`config.mk`:
```
export PLATFORM = sky130hd
export DESIGN_NAME = fire_control
export DESIGN_NICKNAME = d
export VERILOG_FILES = /design/src/rtl/weapons_pkg.sv /design/src/rtl/fire_control_cooldown_timer.sv /design/src/rtl/fire_control.sv
export SDC_FILE = /design/constraint.sdc
export NUM_CORES = 1
export LEC_CHECK = 0
export BUFFER_PORTS_ARGS = -buffer_cell sky130_fd_sc_hd__buf_2
export CORE_ASPECT_RATIO = 1.2
export CORE_MARGIN = 3
export CORE_UTILIZATION = 45
export CTS_CLUSTER_SIZE = 24
export DETAILED_ROUTE_END_ITERATION = 8
export PLACE_DENSITY = 0.73
export SLEW_MARGIN = 20
export SYNTH_ARGS = -nofsm -noshare
export SYNTH_HDL_FRONTEND = slang
export SYNTH_SLANG_ARGS = --single-unit
```
`constraint.sdc`:
```
create_clock -name clk -period 1.7 [get_ports clk]
set_input_delay 0.34 -clock clk [delete_from_list [all_inputs] [get_ports clk]]
set_output_delay 0.34 -clock clk [all_outputs]
set_load 0.05 [all_outputs]
```
`src/rtl/weapons_pkg.sv`:
```
// weapons_pkg: definitions shared by the weapons-path blocks.
//   MODE_ATTACK    ship mode encoding in which shots may be issued
//   fc_state_t     fire_control sequencer states
//   AMMO_W_DEFAULT default width of the ammo count and rate buses
package weapons_pkg;

  localparam int AMMO_W_DEFAULT = 9;

  localparam logic [3:0] MODE_ATTACK = 4'b0010;

  typedef enum logic [1:0] {
    FC_IDLE  = 2'd0,
    FC_SHOOT = 2'd1,
    FC_COOL  = 2'd2
  } fc_state_t;

endpackage

```
`src/rtl/fire_control_cooldown_timer.sv`:
```
// cooldown_timer: 8-bit load/decrement counter.
//   clk, rst  clock and asynchronous active-high reset
//   load      load count with load_val (has priority over decrementing)
//   load_val  value to load
//   done      count has reached zero
// The counter holds at zero once it gets there, so done stays asserted
// until the next load.
module cooldown_timer (
  input  logic       clk,
  input  logic       rst,
  input  logic       load,
  input  logic [7:0] load_val,
  output logic       done
);

  logic [7:0] count;

  always_ff @(posedge clk or posedge rst) begin
    if (rst) begin
      count <= 8'd0;
    end else if (load) begin
      count <= load_val;
    end else if (count != 8'd0) begin
      count <= count - 8'd1;
    end
  end

  assign done = (count == 8'd0);

endmodule

```
`src/rtl/fire_control.sv`:
```
// fire_control: trigger-to-weapon sequencer.
// Turns the level trigger into one-cycle fire strobes with a latched
// per-shot rate, gated by attack mode, ammo sufficiency and a cooldown.
//   clk, rst     clock, asynchronous active-high reset
//   mode         ship mode (attack = MODE_ATTACK)
//   trigger      level trigger from the pilot console
//   burst_sel    1 = burst of BURST_LEN shots (burst builds only)
//   ammo         current ammo count from the weapons stage
//   rate         requested rounds per shot
//   fire         one-cycle shot strobe
//   fire_rate    rounds per shot, latched on an accepted press
//   busy         sequencer is in SHOOT or COOL
//   error        one-cycle pulse on a rejected press or aborted burst
//   shots_fired  wrapping count of issued shots
// Build option: define FIRE_CONTROL_BURST_EN to enable burst sequencing;
// without it burst_sel is ignored and every press yields at most one shot.
// Handshake: none; trigger is a level, a press is its rising edge, and
// presses seen while busy are dropped without error.
module fire_control
  import weapons_pkg::*;
#(
  parameter int AMMO_W    = weapons_pkg::AMMO_W_DEFAULT,
  parameter int COOLDOWN  = 8,
  parameter int BURST_LEN = 3
) (
  input  logic              clk,
  input  logic              rst,
  input  logic [3:0]        mode,
  input  logic              trigger,
  input  logic              burst_sel,
  input  logic [AMMO_W-1:0] ammo,
  input  logic [AMMO_W-1:0] rate,
  output logic              fire,
  output logic [AMMO_W-1:0] fire_rate,
  output logic              busy,
  output logic              error,
  output logic [7:0]        shots_fired
);

  localparam logic [7:0] COOL_LOAD = 8'(COOLDOWN - 1);

  fc_state_t         state, state_next;
  logic              trig_q;
  logic              press;
  logic [AMMO_W-1:0] eff_rate;
  logic              attack;
  logic              legal;
  logic              accept;
  logic              error_next;
  logic              timer_load;
  logic              timer_done;
  logic              has_more;

  // trig_q resets high so a trigger already held at reset release is
  // not mistaken for a fresh press.
  assign press    = trigger & ~trig_q;
  assign eff_rate = (rate == '0) ? AMMO_W'(1) : rate;
  assign attack   = (mode == MODE_ATTACK);
  assign legal    = attack && (ammo != '0) && (ammo >= eff_rate);

`ifdef FIRE_CONTROL_BURST_EN
  localparam logic [3:0] REMAIN_LOAD = 4'(BURST_LEN - 1);

  logic [3:0] remaining, remaining_next;

  assign has_more = (remaining != 4'd0);

  always_ff @(posedge clk or posedge rst) begin
    if (rst) remaining <= 4'd0;
    else     remaining <= remaining_next;
  end
`else
  localparam int UNUSED_BURST_LEN = BURST_LEN;

  logic unused_burst_sel;

  assign unused_burst_sel = burst_sel;
  assign has_more         = 1'b0;
`endif

  cooldown_timer u_cooldown_timer (
    .clk      (clk),
    .rst      (rst),
    .load     (timer_load),
    .load_val (COOL_LOAD),
    .done     (timer_done)
  );

  always_comb begin
    state_next = state;
    accept     = 1'b0;
    error_next = 1'b0;
    timer_load = 1'b0;
`ifdef FIRE_CONTROL_BURST_EN
    remaining_next = remaining;
`endif
    case (state)
      FC_IDLE: begin
        if (press) begin
          if (legal) begin
            state_next = FC_SHOOT;
            accept     = 1'b1;
`ifdef FIRE_CONTROL_BURST_EN
            remaining_next = burst_sel ? REMAIN_LOAD : 4'd0;
`endif
          end else begin
            error_next = 1'b1;
          end
        end
      end
      FC_SHOOT: begin
        state_next = FC_COOL;
        timer_load = 1'b1;
      end
      FC_COOL: begin
        if (timer_done) begin
          if (has_more && legal) begin
            state_next = FC_SHOOT;
`ifdef FIRE_CONTROL_BURST_EN
            remaining_next = remaining - 4'd1;
`endif
          end else begin
            state_next = FC_IDLE;
            // Leaving attack mode ends a burst quietly; running out of
            // ammo while still in attack mode is reported.
            error_next = has_more && attack;
`ifdef FIRE_CONTROL_BURST_EN
            remaining_next = 4'd0;
`endif
          end
        end
      end
      default: state_next = FC_IDLE;
    endcase
  end

  // Outputs are registered from next-state decisions so each lands in the
  // cycle the sequencer actually occupies the corresponding state.
  always_ff @(posedge clk or posedge rst) begin
    if (rst) begin
      state       <= FC_IDLE;
      trig_q      <= 1'b1;
      fire        <= 1'b0;
      fire_rate   <= '0;
      busy        <= 1'b0;
      error       <= 1'b0;
      shots_fired <= 8'd0;
    end else begin
      state  <= state_next;
      trig_q <= trigger;
      fire   <= (state_next == FC_SHOOT);
      busy   <= (state_next != FC_IDLE);
      error  <= error_next;
      if (accept) fire_rate <= eff_rate;
      if (state == FC_SHOOT) shots_fired <= shots_fired + 8'd1;
    end
  end

endmodule

```
==> results of run 1 <==
## area by class of cell
type | instances | area, um2
multi-input cells | 107 | 862
flip-flops and latches | 31 | 777
well taps | 37 | 46.3
inverters | 13 | 48.8
clock inverters | 2 | 35.0
repair buffers | 65 | 395
fillers | 271 | 1180
clock buffers | 6 | 82.6
## cell usage in the layout, fill, tap and decap left out, types with 2 or more instances in the layout
master,instances
a21oi_1,3
and3_1,2
buf_2,43
buf_4,19
buf_6,2
clkbuf_8,6
dfrtp_1,30
ha_1,12
inv_1,12
nand2_1,10
nand2b_1,4
nand3_1,4
nand4_1,2
nor2_1,11
nor2b_1,2
nor3_1,3
nor4_2,2
o21ai_0,8
o21ai_1,4
o21ai_2,6
xnor2_1,11
xor2_1,2
## power by group
group	total [uW]	switching (uW)	internal [uW]	leakage (uW)
Clock	751	277	474	0.0000612
Combinational	1050	614	431	0.000738
Sequential	1050	144	909	0.000406
## metal layers
metal | share of wire, % | global-route usage (%)
met1 | 34 | 17.5
met2 | 59 | 37.6
met5 | 0 | 0
met3 | 5.2 | 5.87
met4 | 2.3 | 7.95
## what timing repair did
| item | 4_1_cts | 5_1_grt |
|---|---|---|
| buffers inserted | 1 | 2 |
| resized for setup | 16 | 8 |
| setup endpoints to repair | 14 | 17 |
| gates cloned | 1 | 0 |
| pin swaps | 1 | 2 |
## metrics by stage
step	instances	worst slack [ns]	hold slack (ns)	power [uW]	utilization [%]
after detailed placement	249	-0.541	0.434	2010	59.4
after floorplan	153	-0.325	0.344	1720	-
after CTS	259	-0.217	0.120	2800	64.2
final	261	-0.259	0.115	2850	65.6
after global routing	261	-0.324	0.140	3020	65.6
after global placement	249	-0.437	0.424	1960	59.4
## state kept, by name, summed over array words and instances (netlist names)
register and flops:
u_cooldown_timer.count 8, shots_fired 8, fire 1, busy 1, trig_q 1, fire_rate 9, error 1, state 2
## worst min path at each step
stage	endpoint	slack, ns	depth (start not counted)
2_1_floorplan	trig_q	0.34	0
3_3_place_gp	fire_rate[6]	0.42	3
3_5_place_dp	fire_rate[7]	0.43	3
4_1_cts	fire_rate[3]	0.12	3
5_1_grt	shots_fired[4]	0.14	3
6_report	shots_fired[4]	0.12	3
## worst max-delay path: cells and delay by family
family	cells	cell delay (ns)
fa+ha+maj	1	0.24
simple gates	3	0.55
compound gates	3	0.62
mux	1	0.29
buf+inv	1	0.10
## cell families (layout without fill, tap and decap cells)
group	count (synthesis)	in the layout	synth area share, %
AOI/OAI and AO/OA	28	28	11.2
xor gates and xnor gates	13	13	6.97
buffers and inverters	15	86	3.52
and+or+nand+nor	52	52	20.0
adders and majority gates	12	12	9.19
DFF	31	31	47.6
muxes	2	2	1.61
==> flow_summary.toml, run 1 <==
[cells_and_area]
antenna_cells = 0
fin_area_mm2 = 0.00225
syn_to_final_growth_pct = 37.5
drive_gt1_share_pct = 43.3
nets = 261

[drt]
routed_wl_mm = 3.83
drcViolationCount = 0
ant_nets = 0
vias = 1364
routed_via_density = 5.23
routedWlPerCell_um = 14.7
drt_iter0_markers = 26
drt_pass1_iterations = 4

[global_route]
grtUsageTotal_pct = 19.3
overflow = 0
antenna_found_initial = 0
grt_max_degree = 32
grt_pass1_vias = 1544
grt_pass1_wl_mm = 6.34

[run]
cap_violations = 0

[setup_path]
r2r-start = "u_cooldown_timer.count[3]"
path_cells = "buf_8, nor4_4, a41o_1, ha_1, nand2_1, o21bai_1, a221oi_2, nand3b_4, mux2_4"
crit_end = "fire_rate[0]"
rr_worst_depth = 4
path_class = "in -> reg"
critical-path-slowest-cell = "a221oi_2"
critPathLaunchType = "primary input"
cp-end-kind = "flop"
reg2reg_to = "u_cooldown_timer.count[1]"
required_ns = 1.87
reg2reg_setup_slack_ns = 0.06
crit_start = "rate[8]"
max_stage_delay_ns = 0.31
crit_fanout = 3
cp.arrival_ns = 2.13

[run_status]
status = "finished, violations left"
violations = "negative setup slack"

[clocking]
cts.reportedPaths.clkPinSlew_ns = 0.07
clk_latency_ns = 0.28
cts_root_buf = "clkbuf_8"
cts.sinks = 31
cts_buffers = 5
htree_levels = 2
holdBufCountCts = 0
clk_path_buf_depth = 2
cts_tree = "yes"

[placement]
numPortBuffers = 44
gp_congestion = 0.855
placed_cell_area_mm2 = 0.00203
dp_hpwl_mm = 2.91

[sta]
skew_ns = 0.00446
worstMarginPinSlew_ns = 0.376
max_freq_mhz = 511
timing.setup.tns_ns = -1.99
setup_viol = 13
finalCritPeriodShare_pct = 115
final_max_slew_viol_count = 0
hold_violations = 0
setup_ws_ns = -0.259
relSlewSlack_pct = 74.8
min_period_ns = 1.96
rsz0062_at_grt = "true"

[floorplan]
dieArea_mm2 = 0.00439
die_w_um = 61.0
ios = 46
core_region_area_mm2 = 0.00342
start_util_pct = 47.7
die_h_um = 72.0
num_rows = 23

[logic_synthesis]
syn_area_per_cell_um2 = 10.7
syn-cell-area_mm2 = 0.00163
ys_top_cells_by_area = "dfrtp_1, ha_1, xnor2_1"
synth-edff-count = 0
synthMostInstantiatedCell = "dfrtp_1"
ys_seq_area_share_pct = 47.5
synth.distinct_cells = 38
synth_top_area_share_pct = 45.9
yosysWarnings = 0
async_flop_share_pct = 100
syn_nets = 191
synth_cells = 153
synth_flop_cell = "dfrtp_1"
synth_top_area_cell = "dfrtp_1"
ys_ff_latch = 31
synthTopCellsByCount = "dfrtp_1, o21ai_0, inv_1, ha_1"

[pwr]
power_density_mw_per_mm2 = 1270
vdd_ir_drop_max_v = 0.000680
leakage_uw = 0.00120

[worst_hold_path]
hold_class = "in -> async"
(Power assumes the default switching activity.)
==> run 2: changes to the inputs <==
==> constraint.sdc (replaced) <==
create_clock -name clk -period 1.7 [get_ports clk]
set_input_delay 0.17 -clock clk [delete_from_list [all_inputs] [get_ports clk]]
set_output_delay 0.17 -clock clk [all_outputs]
set_load 0.05 [all_outputs]
==> flow_summary.toml, run 2 (synthesis gave the netlist of run 1 again) <==
[floorplan]
ios = 46
start_util_pct = 47.7
num_rows = 23
core_region_area_mm2 = 0.00342
die_h_um = 72.0
dieArea_mm2 = 0.00439
die_w_um = 61.0

[clocking]
cts.sinks = 31
cts_root_buf = "clkbuf_8"
cts_tree = "yes"
clk_latency_ns = 0.28
cts.reportedPaths.clkPinSlew_ns = 0.06
cts_buffers = 5
htree_levels = 2
clk_path_buf_depth = 2

[global_route]
grt_pass1_vias = 1486
grt_max_degree = 32
grtUsageTotal_pct = 18.2
overflow = 0
antenna_found_initial = 0
grt_pass1_wl_mm = 6.05

[sta]
setup_viol = 1
hold_slack_ns = 0.192
finalCritPeriodShare_pct = 102
setup_ws_ns = -0.0331
max_freq_mhz = 577
final_max_slew_viol_count = 0
min_period_ns = 1.73
hold_violations = 0
skew_ns = 0.00808
rsz0062_at_grt = "true"
worstMarginPinSlew_ns = 0.375
relSlewSlack_pct = 75.0

[setup_path]
crit_fanout = 2
cp-end-kind = "flop"
critPathLaunchType = "primary input"
cp.arrival_ns = 1.90
required_ns = 1.87
path_class = "in -> reg"

[run_status]
status = "finished, violations left"
violations = "negative setup slack"

[pwr]
power_density_mw_per_mm2 = 1200
vdd_ir_drop_max_v = 0.000482
leakage_uw = 0.00115

[placement]
dp_hpwl_mm = 2.85
numPortBuffers = 44
placed_cell_area_mm2 = 0.00200
gp_congestion = 0.858
post-place-ws_ns = -0.331

[cells_and_area]
layout_common_cells = "buf_2, dfrtp_1, o21ai_0"
nets = 256
top_register = "fire_rate"
antenna_cells = 0
layout_commonest_cell = "buf_2"
fin_area_mm2 = 0.00214
seqCellArea_um2 = 777
largest_reg_flops = 9
drive_gt1_share_pct = 36.5
syn_to_final_growth_pct = 31.1
postLayoutCoreUtil_pct = 62.6
multi_input_area_um2 = 832
fillers = 306
reg_top3 = "fire_rate x9, shots_fired x8, u_cooldown_timer.count x8"

[drt]
routed_via_density = 5.23
drcViolationCount = 0
routedWlPerCell_um = 13.7
drt_pass1_iterations = 4
routed_wl_mm = 3.50
drt_iter0_markers = 55
ant_nets = 0
vias = 1340

[worst_hold_path]
hold_class = "in -> reg"

[run]
cap_violations = 0
==> run 2: cell count changes in the layout (fill, tap and decap cells not counted), sizes merged <==
cell,before,now
clkbuf,6,8
clkinv,1,0
buf,65,58
bufinv,1,0
dlygate4sd3,0,2
==> run 2: layout make-up <==
| class | count | share of cell area (%) |
|---|---|---|
| clock buffer | 8 | 3.74 |
| inverter | 13 | 2.28 |
| tap | 37 | 2.16 |
| multi-input combinational | 107 | 38.8 |
| timing repair buffer | 60 | 16.7 |
| sequential | 31 | 36.3 |
==> run 2: power breakdown <==
group	internal [uW]	switching, uW	leakage [uW]	total, uW
Combinational	405	577	0.000702	982
Clock	290	240	0.0000395	529
Sequential	910	143	0.000406	1050
==> run 2: worst paths after layout <==
path / from / end / slack [ns] / depth (start not counted)
max in group asynchronous: rst / trig_q / 0.88 / 4
worst max-delay path: rate[8] / fire_rate[0] / -0.03 / 9
worst min-delay path: rate[5] / fire_rate[5] / 0.19 / 3
min in group asynchronous: rst / shots_fired[5] / 0.51 / 4
worst max register to register: u_cooldown_timer.count[3] / u_cooldown_timer.count[1] / 0.06 / 4
worst min register to register: shots_fired[7] / shots_fired[7] / 0.46 / 1
==> run 2: routing by layer <==
layer / up-vias / track usage, % / routed length [um]
met5: - / 0 / 0
met2: 37 / 34.2 / 1990
met3: 7 / 5.34 / 192
met4: 0 / 6.99 / 70
met1: 635 / 18.1 / 1240
li1: 661 / - / -
==> run 2: critical path, cell delays in order <==
cell,delay [ns]
buf_6,0.10
nor4_4,0.26
a41o_1,0.22
ha_1,0.24
nand2_1,0.06
o21bai_1,0.07
a221oi_2,0.29
nand3b_4,0.19
mux2_4,0.29
==> run 2: what timing repair did <==
action | 4_1_cts | 5_1_grt
resized for setup | 1 | 6
hold buffers | 2 | 0
pin swaps | 1 | 0
setup buffers | 1 | 0
endpoints found under the hold margin | 31 | 0
endpoints found under the setup margin | 4 | 16
==> run 2: metrics by stage <==
| step | cells | power (uW) | TNS [ns] |
|---|---|---|---|
| final | 256 | 2560 | -0.0331 |
| after global routing | 256 | 2730 | -1.22 |
| after CTS | 256 | 2550 | -0.0198 |
| after detailed placement | 245 | 2000 | -3.25 |
| after global placement | 245 | 1950 | -2.34 |
| after floorplan | 153 | 1720 | -0.155 |
==> run 3: changes to the inputs <==
--- a/config.mk
+++ b/config.mk
@@ -5,6 +5,7 @@
 export SDC_FILE = /design/constraint.sdc
 export NUM_CORES = 1
 export LEC_CHECK = 0
+export ABC_AREA = 1
 export BUFFER_PORTS_ARGS = -buffer_cell sky130_fd_sc_hd__buf_2
 export CORE_ASPECT_RATIO = 1.2
 export CORE_MARGIN = 3
==> flow_summary.toml, run 3 <==
[run_status]
status = "finished, final reports clean"

[clocking]
clk_latency_ns = 0.28
cts_tree = "yes"
cts.sinks = 31
cts.reportedPaths.clkPinSlew_ns = 0.06
clk_path_buf_depth = 2
cts_root_buf = "clkbuf_8"
post_cts_resized = 0
cts_buffers = 5
htree_levels = 2

[logic_synthesis]
syn_area_per_cell_um2 = 8.31
ys_top_cells_by_area = "dfrtp_1, nand2_1, ha_1"
synth_flop_cell = "dfrtp_1"
async_flop_share_pct = 100
synthMostInstantiatedCell = "nand2_1"
syn-cell-area_mm2 = 0.00173
ys_seq_area_share_pct = 44.9
synth_top_area_cell = "dfrtp_1"
synth_mux_area_share_pct = 0
yosys.area_share.simple_pct = 27.3
synth.distinct_cells = 29
synth_cells = 208
synth_fa_ha_area_share_pct = 8.68
synth_compound_area_share_pct = 5.86
synthXorXnorAreaFrac_pct = 4.05
synth-edff-count = 0
syn_nets = 246
yosysWarnings = 0
synth_top_family_by_area = "simple AND/OR/NAND/NOR gates"
synth_top_area_share_pct = 43.4
synthTopCellsByCount = "nand2_1, inv_1, dfrtp_1, nor2_1, ha_1"
ys_ff_latch = 31

[sta]
setup_ws_ns = 0.189
skew_ns = 0.00563
max_freq_mhz = 662
rsz0062_at_grt = "false"
finalCritPeriodShare_pct = 88.9
hold_violations = 0
relSlewSlack_pct = 74.6
final_max_slew_viol_count = 0
setup_viol = 0
timing.setup.tns_ns = 0
worstMarginPinSlew_ns = 0.381
min_period_ns = 1.51

[global_route]
grtUsageTotal_pct = 15.5
overflow = 0
grt_pass1_vias = 1433
grt_pass1_wl_mm = 5.71
antenna_found_initial = 0
grt_max_degree = 32

[cells_and_area]
largest_reg_flops = 9
fillers = 360
reg_top3 = "fire_rate x9, shots_fired x8, u_cooldown_timer.count x8"
drive_gt1_share_pct = 25.6
layout_common_cells = "nand2_1, buf_2, inv_1"
nets = 299
multi_input_area_um2 = 793
final_cell_count_no_fill = 314
antenna_cells = 0
seqCellArea_um2 = 777
top_register = "fire_rate"
layout_commonest_cell = "nand2_1"
syn_to_final_growth_pct = 22.3

[setup_path]
max_stage_delay_ns = 0.36
path_cells = "inv_1, ha_1, nand3_1, nor2_2, inv_1, a21oi_1, nand2_1"
cp-end-kind = "flop"
crit_fanout = 5
cp.arrival_ns = 1.66
path_class = "reg -> reg"
critical-path-slowest-cell = "dfrtp_1"
worst_path_most_repeated_cell = "inv_1"
required_ns = 1.85
critPathLaunchType = "flop"

[drt]
drt_pass1_iterations = 6
routed_via_density = 4.70
drt_iter0_markers = 47
ant_nets = 0
drcViolationCount = 0
vias = 1476
routed_wl_mm = 3.28
routedWlPerCell_um = 10.5

[worst_hold_path]
hold_class = "in -> reg"

[floorplan]
dieArea_mm2 = 0.00463
die_w_um = 62.6
num_rows = 24
core_region_area_mm2 = 0.00366
die_h_um = 73.9
start_util_pct = 47.2
ios = 46

[pwr]
power_density_mw_per_mm2 = 1090
vdd_ir_drop_max_v = 0.000347
leakage_uw = 0.00123

[placement]
dp_hpwl_mm = 2.63
gp_congestion = 0.825
post-place-cells = 304
numPortBuffers = 44
post-place-ws_ns = 0.0450

[run]
cap_violations = 0
==> run 3: routing by layer <==
metal / part of all wire [%] / global-route usage, %
met1: 39 / 15.5
met2: 54 / 30.1
met3: 5.9 / 4.74
met4: 1.1 / 6.13
met5: 0 / 0
==> run 3: through the flow <==
stage / utilization (%) / area, um2 / power, uW / hold slack [ns]
2_1_floorplan: - / 1730 / 1580 / 0.174
3_3_place_gp: 55.0 / 2010 / 1760 / 0.262
3_5_place_dp: 55.0 / 2010 / 1790 / 0.264
4_1_cts: 57.7 / 2110 / 2340 / 0.147
5_1_grt: 57.7 / 2110 / 2480 / 0.171
6_report: 57.7 / 2110 / 2300 / 0.153
==> run 3: power by group <==
part / internal [uW] / leakage, uW / total (uW) / switching [uW]
Sequential: 899 / 0.000404 / 1010 / 114
Clock: 286 / 0.0000422 / 535 / 248
Combinational: 247 / 0.000780 / 757 / 510
Total: 1430 / 0.00123 / 2300 / 872
==> run 3: final timing paths <==
path / cells past startpoint / slack, ns / startpoint / end
worst max-delay path: 7 / 0.19 / u_cooldown_timer.count[0] / busy
worst min-delay path: 3 / 0.15 / rate[5] / fire_rate[5]
worst max register to register: 7 / 0.19 / u_cooldown_timer.count[0] / busy
worst min register to register: 2 / 0.46 / fire_rate[8] / fire_rate[8]
max in group asynchronous: 4 / 0.87 / rst / trig_q
min in group asynchronous: 4 / 0.51 / rst / fire
==> run 3: cells by family after synthesis <==
logic type / after synthesis
and+or+nand+nor: 99
buffers and inverters: 39
DFF: 31
AOI/OAI and AO/OA: 19
adders and majority gates: 12
xor gates and xnor gates: 8
==> run 3: worst max-delay path, delay by kind of cell (launching register included) <==
kind / cells / cell delay (ns)
simple gates: 3 / 0.41
flops: 1 / 0.36
buf+inv: 2 / 0.25
compound gates: 1 / 0.20
fa+ha+maj: 1 / 0.17
==> run 3: cell type report <==
class / instances / share of cell area, %
multi-input cells: 138 / 37.5
flip-flops and latches: 31 / 36.7
repair buffers: 49 / 12.4
inverters: 36 / 6.39
clock buffers: 7 / 3.61
well taps: 52 / 3.08
clock inverters: 1 / 0.237
==> run 3: repair_timing <==
item,CTS,global route
endpoints found under the hold margin,31,0
hold buffers,2,0
buffers inserted,0,0
